===== src/rtl/uart_controller.sv =====
// uart_controller: full-duplex 8N1 UART with a fixed-rate transmitter and an oversampling receiver
module uart_controller #(
  parameter int CLOCK_RATE    = 25000000,
  parameter int BAUD_RATE     = 115200,
  parameter int RX_OVERSAMPLE = 16
) (
  input  logic       clk,
  input  logic       reset_n,
  input  logic       i_Tx_Ready,
  input  logic [7:0] i_Tx_Byte,
  output logic       o_Tx_Active,
  output logic       o_Tx_Data,
  output logic       o_Tx_Done,
  input  logic       i_Rx_Data,
  output logic       o_Rx_Done,
  output logic [7:0] o_Rx_Byte
);
  localparam int CLKS_PER_BIT = CLOCK_RATE / BAUD_RATE;
  localparam int TICK = (CLOCK_RATE + BAUD_RATE * RX_OVERSAMPLE / 2) / (BAUD_RATE * RX_OVERSAMPLE);
  localparam int CW = $clog2(CLKS_PER_BIT + 1);
  localparam int TW = $clog2(TICK + 1);
  localparam int OW = $clog2(RX_OVERSAMPLE);

  typedef enum logic [2:0] {TX_IDLE, TX_START, TX_DATA, TX_STOP, TX_CLEANUP} tx_state_e;
  typedef enum logic [2:0] {RX_IDLE, RX_START, RX_DATA, RX_STOP, RX_WAIT_HIGH} rx_state_e;

  tx_state_e      tx_state_q;
  logic [CW-1:0]  tx_cnt_q;
  logic [2:0]     tx_idx_q;
  logic [7:0]     tx_byte_q;
  logic           tx_data_q, tx_active_q, tx_done_q;
  logic           tx_last;

  rx_state_e      rx_state_q;
  logic           rx_meta_q, rx_sync_q;
  logic [TW-1:0]  rx_tick_q;
  logic [OW-1:0]  rx_os_q;
  logic [2:0]     rx_idx_q;
  logic [7:0]     rx_shift_q, rx_byte_q;
  logic           rx_done_q;
  logic           rx_tick, rx_half, rx_full;

  assign tx_last = tx_cnt_q == CW'(CLKS_PER_BIT - 1);
  assign rx_tick = rx_tick_q == TW'(TICK - 1);
  assign rx_half = rx_os_q == OW'(RX_OVERSAMPLE / 2 - 1);
  assign rx_full = rx_os_q == OW'(RX_OVERSAMPLE - 1);

  // Transmit FSM: the line and status outputs are registered so they change exactly on state transitions
  always_ff @(posedge clk) begin
    if (!reset_n) begin
      tx_state_q  <= TX_IDLE;
      tx_cnt_q    <= '0;
      tx_idx_q    <= '0;
      tx_byte_q   <= '0;
      tx_data_q   <= 1'b1;
      tx_active_q <= 1'b0;
      tx_done_q   <= 1'b0;
    end else begin
      case (tx_state_q)
        TX_IDLE: if (i_Tx_Ready) begin
          tx_byte_q   <= i_Tx_Byte;
          tx_cnt_q    <= '0;
          tx_data_q   <= 1'b0;
          tx_active_q <= 1'b1;
          tx_state_q  <= TX_START;
        end
        TX_START: if (tx_last) begin
          tx_cnt_q   <= '0;
          tx_idx_q   <= '0;
          tx_data_q  <= tx_byte_q[0];
          tx_state_q <= TX_DATA;
        end else tx_cnt_q <= tx_cnt_q + 1'b1;
        TX_DATA: if (tx_last) begin
          tx_cnt_q <= '0;
          if (tx_idx_q == 3'd7) begin
            tx_data_q  <= 1'b1;
            tx_state_q <= TX_STOP;
          end else begin
            tx_idx_q  <= tx_idx_q + 3'd1;
            tx_data_q <= tx_byte_q[tx_idx_q + 3'd1];
          end
        end else tx_cnt_q <= tx_cnt_q + 1'b1;
        TX_STOP: if (tx_last) begin
          tx_cnt_q    <= '0;
          tx_active_q <= 1'b0;
          tx_done_q   <= 1'b1;
          tx_state_q  <= TX_CLEANUP;
        end else tx_cnt_q <= tx_cnt_q + 1'b1;
        TX_CLEANUP: begin
          tx_done_q  <= 1'b0;
          tx_state_q <= TX_IDLE;
        end
        default: tx_state_q <= TX_IDLE;
      endcase
    end
  end

  // Two-flop synchronizer for the asynchronous serial input; resets to the idle-high level
  always_ff @(posedge clk) begin
    if (!reset_n) {rx_sync_q, rx_meta_q} <= 2'b11;
    else {rx_sync_q, rx_meta_q} <= {rx_meta_q, i_Rx_Data};
  end

  // Receive FSM: free-running tick divider realigned at each start bit, oversample counter picks bit centres
  always_ff @(posedge clk) begin
    if (!reset_n) begin
      rx_state_q <= RX_IDLE;
      rx_tick_q  <= '0;
      rx_os_q    <= '0;
      rx_idx_q   <= '0;
      rx_shift_q <= '0;
      rx_byte_q  <= '0;
      rx_done_q  <= 1'b0;
    end else begin
      rx_done_q <= 1'b0;
      rx_tick_q <= rx_tick ? '0 : rx_tick_q + 1'b1;
      case (rx_state_q)
        RX_IDLE: if (!rx_sync_q) begin
          rx_tick_q  <= '0;
          rx_os_q    <= '0;
          rx_state_q <= RX_START;
        end
        RX_START: if (rx_tick) begin
          rx_os_q <= rx_half ? '0 : rx_os_q + 1'b1;
          if (rx_half) begin
            rx_idx_q   <= '0;
            rx_state_q <= rx_sync_q ? RX_IDLE : RX_DATA;
          end
        end
        RX_DATA: if (rx_tick) begin
          rx_os_q <= rx_full ? '0 : rx_os_q + 1'b1;
          if (rx_full) begin
            rx_shift_q <= {rx_sync_q, rx_shift_q[7:1]};
            rx_idx_q   <= rx_idx_q + 3'd1;
            if (rx_idx_q == 3'd7) rx_state_q <= RX_STOP;
          end
        end
        RX_STOP: if (rx_tick) begin
          rx_os_q <= rx_full ? '0 : rx_os_q + 1'b1;
          if (rx_full) begin
            if (rx_sync_q) begin
              rx_byte_q  <= rx_shift_q;
              rx_done_q  <= 1'b1;
              rx_state_q <= RX_IDLE;
            end else rx_state_q <= RX_WAIT_HIGH;
          end
        end
        RX_WAIT_HIGH: if (rx_sync_q) rx_state_q <= RX_IDLE;
        default: rx_state_q <= RX_IDLE;
      endcase
    end
  end

  assign o_Tx_Active = tx_active_q;
  assign o_Tx_Data   = tx_data_q;
  assign o_Tx_Done   = tx_done_q;
  assign o_Rx_Done   = rx_done_q;
  assign o_Rx_Byte   = rx_byte_q;
endmodule


===== config.mk =====
export PLATFORM = sky130hd
export DESIGN_NAME = uart_controller
export DESIGN_NICKNAME = d
export VERILOG_FILES = /design/src/rtl/uart_controller.sv
export SDC_FILE = /design/constraint.sdc
export NUM_CORES = 1
export LEC_CHECK = 0
export CELL_PAD_IN_SITES_DETAIL_PLACEMENT = 1
export CELL_PAD_IN_SITES_GLOBAL_PLACEMENT = 1
export CORE_UTILIZATION = 48
export DETAILED_ROUTE_END_ITERATION = 8
export GPL_TIMING_DRIVEN = 1
export PLACE_DENSITY_LB_ADDON = 0.25
export SYNTH_ARGS = -nofsm -noshare
export SYNTH_HDL_FRONTEND = slang
export SYNTH_SLANG_ARGS = --single-unit

===== constraint.sdc =====
create_clock -name clk -period 4.8 [get_ports clk]
set_input_delay 1.44 -clock clk [delete_from_list [all_inputs] [get_ports clk]]
set_output_delay 1.44 -clock clk [all_outputs]
set_load 0.03 [all_outputs]

==> results of run 1 <==
-- final cells by class --
class,instances,area [sq um],share of cell area [%]
clock buffers,11,141.4,4.315
clock inverters,5,77.57,2.367
inverters,5,18.77,0.5727
multi-input cells,227,1558,47.54
flip-flops and latches,58,1161,35.43
well taps,72,90.09,2.749
repair buffers,23,230.2,7.026
-- flip-flops by register name, indices dropped and copies added (netlist names), 4 cells and up --
signal and cells:
o_Rx_Byte 8, rx_os_q 4, rx_shift_q 8, rx_tick_q 4, tx_byte_q 8, tx_cnt_q 8
-- metal layers --
layer  global-route usage (%)  routed length [microns]  up-vias  share of wire (%)
met3                    3.448                      223       10                3.2
met2                    40.78                     3285       47                 47
met1                    31.28                     3309     1148                 48
met4                    10.91                      123        0                1.8
li1                         -                        -     1147                  -
met5                        0                        0        -                  0
-- worst max-delay path by stage --
stage                 start           to  slack, ns  cells after the start
floorplan           reset_n  tx_cnt_q[0]       2.54                      4
global placement    reset_n    o_Tx_Data       1.66                      5
detailed placement  reset_n    o_Tx_Data       1.59                      5
CTS                 reset_n    o_Tx_Data       1.93                      5
global route        reset_n    o_Tx_Data       1.71                      5
finish              reset_n    o_Tx_Data       1.93                      5
-- through the flow --
stage	hold WS [ns]	worst slack (ns)	utilization, %	instance area, sq um
finish	0.4261	1.933	58.43	3277
CTS	0.4268	1.925	58.43	3277
global route	0.4396	1.706	58.43	3277
detailed placement	0.4096	1.591	54.53	3058
global placement	0.3952	1.658	54.53	3058
floorplan	0.3863	2.537	-	2838
-- cell usage after synthesis (all sizes together), types with 2 or more instances --
master / number
a2111oi: 2
a211oi: 2
a21boi: 3
a21oi: 26
a311oi: 5
a31oi: 2
a41oi: 2
and3: 2
and4: 2
and4b: 3
buf: 11
clkbuf: 9
dfxtp: 58
ha: 7
inv: 5
mux2: 3
mux2i: 19
mux4: 2
nand2: 31
nand2b: 11
nand3: 8
nand3b: 4
nand4: 2
nand4b: 4
nor2: 33
nor3: 5
nor3b: 6
nor4b: 2
o211ai: 2
o21a: 2
o21ai: 7
o31a: 3
o31ai: 3
or2: 2
or3b: 4
or4: 4
xor2: 3
-- worst reg2reg max path: cells and delay by family, from the launching register on --
family           cells  cell delay, ns
multiplexers         1            0.50
flip-flops           1            0.67
AND/OR/NAND/NOR      3            1.13
-- cell families (layout without fill, tap and decap cells) --
kind of cell               after synthesis  in the layout  share of synthesized area [%]
AOI/OAI and AO/OA                       66             66                          16.93
buffers and inverters                   25             44                          4.188
and+or+nand+nor                        126            126                          24.16
muxes                                   24             24                          9.479
xor gates and xnor gates                 4              4                          1.235
DFF                                     58             58                          40.92
adders and majority gates                7              7                          3.086
-- power by group through the flow --
stage	sequential [mW]	clock, mW	combinational (mW)
2_1_floorplan	0.512	0	0.0471
3_3_place_gp	0.516	0	0.0665
3_5_place_dp	0.517	0	0.0693
4_1_cts	0.506	0.506	0.0706
5_1_grt	0.507	0.530	0.0777
6_report	0.506	0.502	0.0698
==> run summary, run 1 <==
outcome - complete, no violations
Worst Hold Depth - 1
Synth area leader - dfxtp_1
Vias - 2352
Net Sw Frac - 23.28%
CTS max path bufs - 2
Area growth syn-to-layout - 15.48%
commonest non-fill, non-tap cell in the layout - dfxtp_1
commonest non-fill, non-tap cells in the layout - dfxtp_1, nor2_1, nand2_1
clock sinks - 58
Critical Path, Cell by Cell - clkdlybuf4s50_1 > inv_2 > nor2_1 > o21ai_0 > o31a_1
DRT iter0 DRCs - 133
layout cell share with drive strength beyond 1 - 9.422%
worst reg-to-reg path cell count - 4
hold buffer count at cts - 0
antenna violations before repair - 0
worst endpoint required time - 5.08 ns
Layout Skew - 0.01007 ns
worst rel slew slack - 45.96%
post_cts resized - 0
Die Wd - 78.89 microns
DR WL/cell - 17.31 microns
Slowest cell on crit path - inv_2
gp weighted congestion - 0.7479
R2R Path Start - rx_state_q[1]
Clock Power Share - 46.6%
asr flop ratio synth - 0%
vias in the first global route - 2448
die extent in y - 78.89 microns
clk slew on worst S/H paths - 0.07 ns
initial core utilization - 50.60%
DP HPWL - 4564 microns
num rows - 27
switching pwr - 0.2509 mW
sequential area share after synthesis - 40.92%
Post-CTS Setup Bufs - 0
Post-synth EDFFs - 0
Hold Vio Cnt, Final - 0
crit-path max FO - 46
RSZ-0062 raised after global routing - no
gate count of the mapped netlist - 310
Clk Latency, worst-skew pair - 0.33 ns
Slew @ Worst Pin - 0.8094 ns
slowest cell delay on critical path - 0.71 ns
DIE AREA - 6224 sq um
drc violations - 0
Reg2Reg Setup Slack - 2.43 ns
Mapped Avg Cell Area - 9.154 sq um
maximum clock frequency - 348.8 MHz
critical path buffer and inverter count - 2
Setup crit end kind - flip-flop
Synth area leaders - dfxtp_1, mux2i_1, a21oi_1
internal power - 0.8269 mW
endpoints failing setup - 0
worst r2r dst - rx_idx_q[0]
pin count of the biggest net entering global routing - 47
pwr/cell area - 328.9 nW/um^2
CTS tree - yes
Mapped Area - 2838 sq um
root buffer cell - clkbuf_8
diode count - 0
Final nets - 343
worst hold path class - reg2reg
vias per std cell - 5.865
Hold Path Sink - rx_sync_q
Final Slew Violations - 0
Yosys reg bits - 58
Synth cell types - 58
Synthesis Warnings - 0
io pins - 24
setup TNS - 0 ns
cell count after placement - 385
Mapped Nets - 329
Crit path max-delay family - buffers and inverters
htree depth - 3
crit path kind - in2reg
Fillers - 670
GRT Total Usage - 24.43%
Final Non-Filler Cells - 401
Overflow after GRT - 0
drt pass-1 iters - 4
Pwr Total - 1.078 mW
worst vdd ir - 0.2118 mV
DRT Wirelength - 6941 microns
Critical Path Source Type - input port
Reg power frac - 46.9%
final worst-path cycle share - 59.72%
LEAKAGE - 1.261 nW
CP arrival - 3.14 ns
HP Start - rx_meta_q
number of CTS-inserted buffers - 9
Port-buffer cells - 23
Main synth FF type - dfxtp_1
share of the synthesized area in the top cell type - 40.92%
Max-Cap Viols - 0
Final ANT Viol Nets - 0
Period minus WS final - 2.867 ns
core box area - 5608 sq um
first-pass GRT wire length - 11690 microns
logic gate share of total power - 6.5%
Power figures use the tool's default switching activity.
==> inputs of run 2 (changes only) <==
Settings changed: CORE_UTILIZATION 48 to 44.
Clock period 4.8 ns to 2.7 ns, I/O delays scaled along.
==> run 2 against run 1 <==
- critical path depth shrank 4
- via count fell by 0.60%
- non-clock buffer count is 7 higher
- highest routed layer unchanged
- flip-flop and latch count unchanged
==> run summary, run 2 (synthesized netlist as in run 1, its figures left out) <==
outcome - complete, no violations
Setup crit end kind - output port
diode count - 0
GR Util met1 - 23.35%
DR WL/cell - 15.65 microns
num rows - 28
commonest non-fill, non-tap cells in the layout - dfxtp_1, nor2_1, nand2_1
switching pwr - 0.4231 mW
Slowest cell on crit path - clkdlybuf4s50_1
clk slew on worst S/H paths - 0.06 ns
root buffer cell - clkbuf_8
vias in the first global route - 2307
Slew @ Worst Pin - 0.6528 ns
global-route met3 utilization - 6.593%
Final ANT Viol Nets - 0
Final nets - 350
Crit path max-delay family - buffers and inverters
htree depth - 3
worst hold path class - reg2reg
Clock Power Share - 43.0%
DIE AREA - 6774 sq um
first-pass GRT wire length - 10410 microns
Critical Path, Cell by Cell - clkdlybuf4s50_1
worst r2r dst - tx_idx_q[0]
Hold Slack - 0.4182 ns
gp weighted congestion - 0.7579
layout cell share with drive strength beyond 1 - 10.75%
drt pass-1 iters - 4
CTS tree - yes
Period minus WS final - 2.174 ns
Reg2Reg Setup Slack - 0.60 ns
clock sinks - 58
Reg power frac - 49.9%
DP HPWL - 4454 microns
Setup crit start - o_Tx_Active
pin count of the biggest net entering global routing - 25
Port-buffer cells - 23
crit-path max FO - 2
core box area - 6061 sq um
Critical Path Source Type - flip-flop
drc violations - 0
CTS max path bufs - 2
setup TNS - 0 ns
vias per std cell - 5.702
worst vdd ir - 0.3746 mV
logic gate share of total power - 7.0%
LEAKAGE - 1.280 nW
Overflow after GRT - 0
Clk Latency, worst-skew pair - 0.34 ns
hold buffer count at cts - 0
worst reg-to-reg path cell count - 6
die extent in y - 82.31 microns
worst rel slew slack - 56.42%
antenna violations before repair - 0
final worst-path cycle share - 80.53%
GRT Total Usage - 20.59%
Die Wd - 82.31 microns
met2 Track Usage GR - 36.20%
Post-CTS Setup Bufs - 0
DRT Wirelength - 6415 microns
crit path kind - reg2out
maximum clock frequency - 459.9 MHz
Net Sw Frac - 23.50%
initial core utilization - 46.82%
slowest cell delay on critical path - 0.68 ns
internal power - 1.377 mW
Crit. path cell count - 1
worst endpoint required time - 1.89 ns
Vias - 2338
R2R Path Start - tx_idx_q[0]
Area growth syn-to-layout - 16.27%
GR peak layer - met2
pwr/cell area - 545.7 nW/um^2
endpoints failing setup - 0
CP arrival - 1.36 ns
Hold Vio Cnt, Final - 0
critical path buffer and inverter count - 1
RSZ-0062 raised after global routing - no
number of CTS-inserted buffers - 9
commonest non-fill, non-tap cell in the layout - dfxtp_1
Max-Cap Viols - 0
Layout Skew - 0.01266 ns
io pins - 24
Final Slew Violations - 0
post_cts resized - 0
DRT iter0 DRCs - 43
CP endpoint - o_Tx_Active
-- run 2: changes by cell type in the layout (fill, tap and decap cells not counted), sizes merged --
cell	previous run	this run
buf	0	7
bufinv	2	1
clkbuf	11	12
clkinvlp	1	0
-- run 2: power by group through the flow --
stage               clock network (mW)  logic (mW)  registers [mW]
floorplan                            0      0.0837           0.911
global placement                     0       0.124           0.917
detailed placement                   0       0.128           0.918
CTS                              0.795       0.129           0.899
global route                     0.826       0.140           0.902
finish                           0.775       0.127           0.899
-- run 2: layout make-up --
cell class	instances	area, sq um
sequential	58	1161
timing repair buffer	30	282.8
inverter	5	18.77
clock inverter	3	40.04
tap	75	93.84
clock buffer	12	145.1
multi-input combinational	227	1558
fill	713	2761
-- run 2: routing by layer --
layer,share of wire [%],vias up
met5,0,-
met4,1.2,0
met3,3.1,7
met2,50,25
met1,46,1144
li1,-,1162
-- run 2: worst min-delay path by stage --
stage	start	endpoint	cells after the start
6_report	rx_meta_q	rx_sync_q	1
5_1_grt	rx_meta_q	rx_sync_q	1
4_1_cts	rx_meta_q	rx_sync_q	1
3_5_place_dp	rx_meta_q	rx_sync_q	1
3_3_place_gp	rx_meta_q	rx_sync_q	1
2_1_floorplan	rx_meta_q	rx_sync_q	1
-- run 2: per-stage QoR --
stage / power (mW) / cell area (sq um) / instances / util [%] / worst slack [ns]
floorplan: 0.9945 / 2838 / 310 / - / 0.8081
global placement: 1.041 / 3114 / 395 / 51.38 / 0.6206
detailed placement: 1.046 / 3114 / 395 / 51.38 / 0.5676
CTS: 1.823 / 3299 / 410 / 54.44 / 0.5059
global route: 1.868 / 3299 / 410 / 54.44 / 0.4725
finish: 1.801 / 3299 / 410 / 54.44 / 0.5256
==> inputs of run 3 (changes only) <==
Clock period 2.7 ns to 2.1 ns, I/O delays scaled along.
==> run 3 against run 2 <==
- sequential share of layout area decreased by 1.4 points
- critical path type unchanged
- global-route usage increased by 2.0 points
- die area unchanged
- power is 44% higher
- clock-buffer cell count stayed put
==> run summary, run 3 (synthesized netlist as in run 1, its figures left out) <==
R2R Path Start - tx_idx_q[0]
CP arrival - 1.39 ns
final worst-path cycle share - 96.01%
worst r2r dst - tx_idx_q[0]
first-pass GRT wire length - 11400 microns
Clk Latency, worst-skew pair - 0.33 ns
HP Start - rx_meta_q
critical path buffer and inverter count - 1
endpoints failing setup - 0
vias in the first global route - 2456
Post-DP Area - 3187 sq um
Slowest cell on crit path - clkdlybuf4s50_1
Area growth syn-to-layout - 21.16%
pwr/cell area - 753.4 nW/um^2
Worst Hold Depth - 1
Overflow after GRT - 0
clock sinks - 58
GRT Total Usage - 22.55%
number of CTS-inserted buffers - 9
hold buffer count at cts - 0
drc violations - 0
htree depth - 3
gp weighted congestion - 0.7650
Critical Path Source Type - flip-flop
Hold Vio Cnt, Final - 0
Setup crit end kind - output port
CTS tree - yes
io pins - 24
pin count of the biggest net entering global routing - 37
Crit path max-delay family - buffers and inverters
initial core utilization - 46.82%
worst reg-to-reg path cell count - 6
RSZ-0062 raised after global routing - no
Layout Skew - 0.009924 ns
Period minus WS final - 2.016 ns
fin area - 3438 sq um
DRT iter0 DRCs - 70
worst endpoint required time - 1.47 ns
DIE AREA - 6774 sq um
die extent in y - 82.31 microns
Hold Path Sink - rx_sync_q
core box area - 6061 sq um
cell count after placement - 403
Final Slew Violations - 0
Final Non-Filler Cells - 420
crit-path max FO - 2
root buffer cell - clkbuf_8
Final nets - 359
LEAKAGE - 1.357 nW
worst hold path class - reg2reg
DP HPWL - 4687 microns
DRT Wirelength - 6755 microns
maximum clock frequency - 496.0 MHz
Die Wd - 82.31 microns
diode count - 0
Hold Slack - 0.4101 ns
clk slew on worst S/H paths - 0.07 ns
commonest non-fill, non-tap cell in the layout - dfxtp_1
Slew @ Worst Pin - 0.5321 ns
commonest non-fill, non-tap cells in the layout - dfxtp_1, nor2_1, nand2_1
crit path kind - reg2out
worst rel slew slack - 64.22%
Vias - 2351
Core Util, Final - 56.73%
antenna violations before repair - 0
slowest cell delay on critical path - 0.70 ns
CTS max path bufs - 2
setup TNS - 0 ns
layout cell share with drive strength beyond 1 - 13.33%
Final ANT Viol Nets - 0
outcome - complete, no violations
vias per std cell - 5.598
DR WL/cell - 16.08 microns
drt pass-1 iters - 4
post_cts resized - 0
Critical Path, Cell by Cell - clkdlybuf4s50_1
num rows - 28
worst vdd ir - 0.4324 mV
Reg2Reg Setup Slack - 0.12 ns
Max-Cap Viols - 0
Port-buffer cells - 23
## run 3: timing repair
| action | CTS | global route |
|---|---|---|
| setup endpoints to repair | 0 | 3 |
| buffers inserted | 0 | 1 |
| endpoints found under the hold margin | 0 | 0 |
## run 3: power breakdown
part	internal (mW)	leakage [nW]	total (mW)	switching (mW)
registers	1.13	0.471	1.15	0.0263
clock network	0.824	0.121	1.26	0.434
logic	0.0837	0.765	0.181	0.0969
total	2.03	1.36	2.59	0.557
## run 3: per-layer routing
metal  track usage, %  routed length [microns]  vias up
met3            5.275                      147        4
met4            7.368                       46        0
met2            41.65                     3466       19
met1            25.24                     3095     1138
met5                0                        0        -
li1                 -                        -     1190
## run 3: area by class of cell
class | instances | area [sq um]
Fill cell | 687 | 2623
Multi-Input combinational cell | 227 | 1558
Sequential cell | 58 | 1161
Timing Repair Buffer | 39 | 362.8
Clock buffer | 12 | 145.1
Clock inverter | 4 | 98.84
Tap cell | 75 | 93.84
Inverter | 5 | 18.77
## run 3: how the worst max path moves through the flow
stage	start	end	slack (ns)	depth (start not counted)
final	o_Tx_Data	o_Tx_Data	0.08	1
after global routing	tx_idx_q[0]	tx_idx_q[2]	0.03	6
after CTS	o_Tx_Data	o_Tx_Data	0.04	1
after detailed placement	tx_idx_q[0]	tx_idx_q[0]	0.13	6
after global placement	tx_idx_q[0]	tx_idx_q[0]	0.19	6
after floorplan	tx_idx_q[0]	o_Tx_Data	0.21	6
## run 3: stage by stage
stage	setup slack [ns]	power, mW
finish	0.08383	2.591
global route	0.03363	2.687
floorplan	0.2081	1.279
CTS	0.04000	2.619
global placement	0.1904	1.350
detailed placement	0.1296	1.356
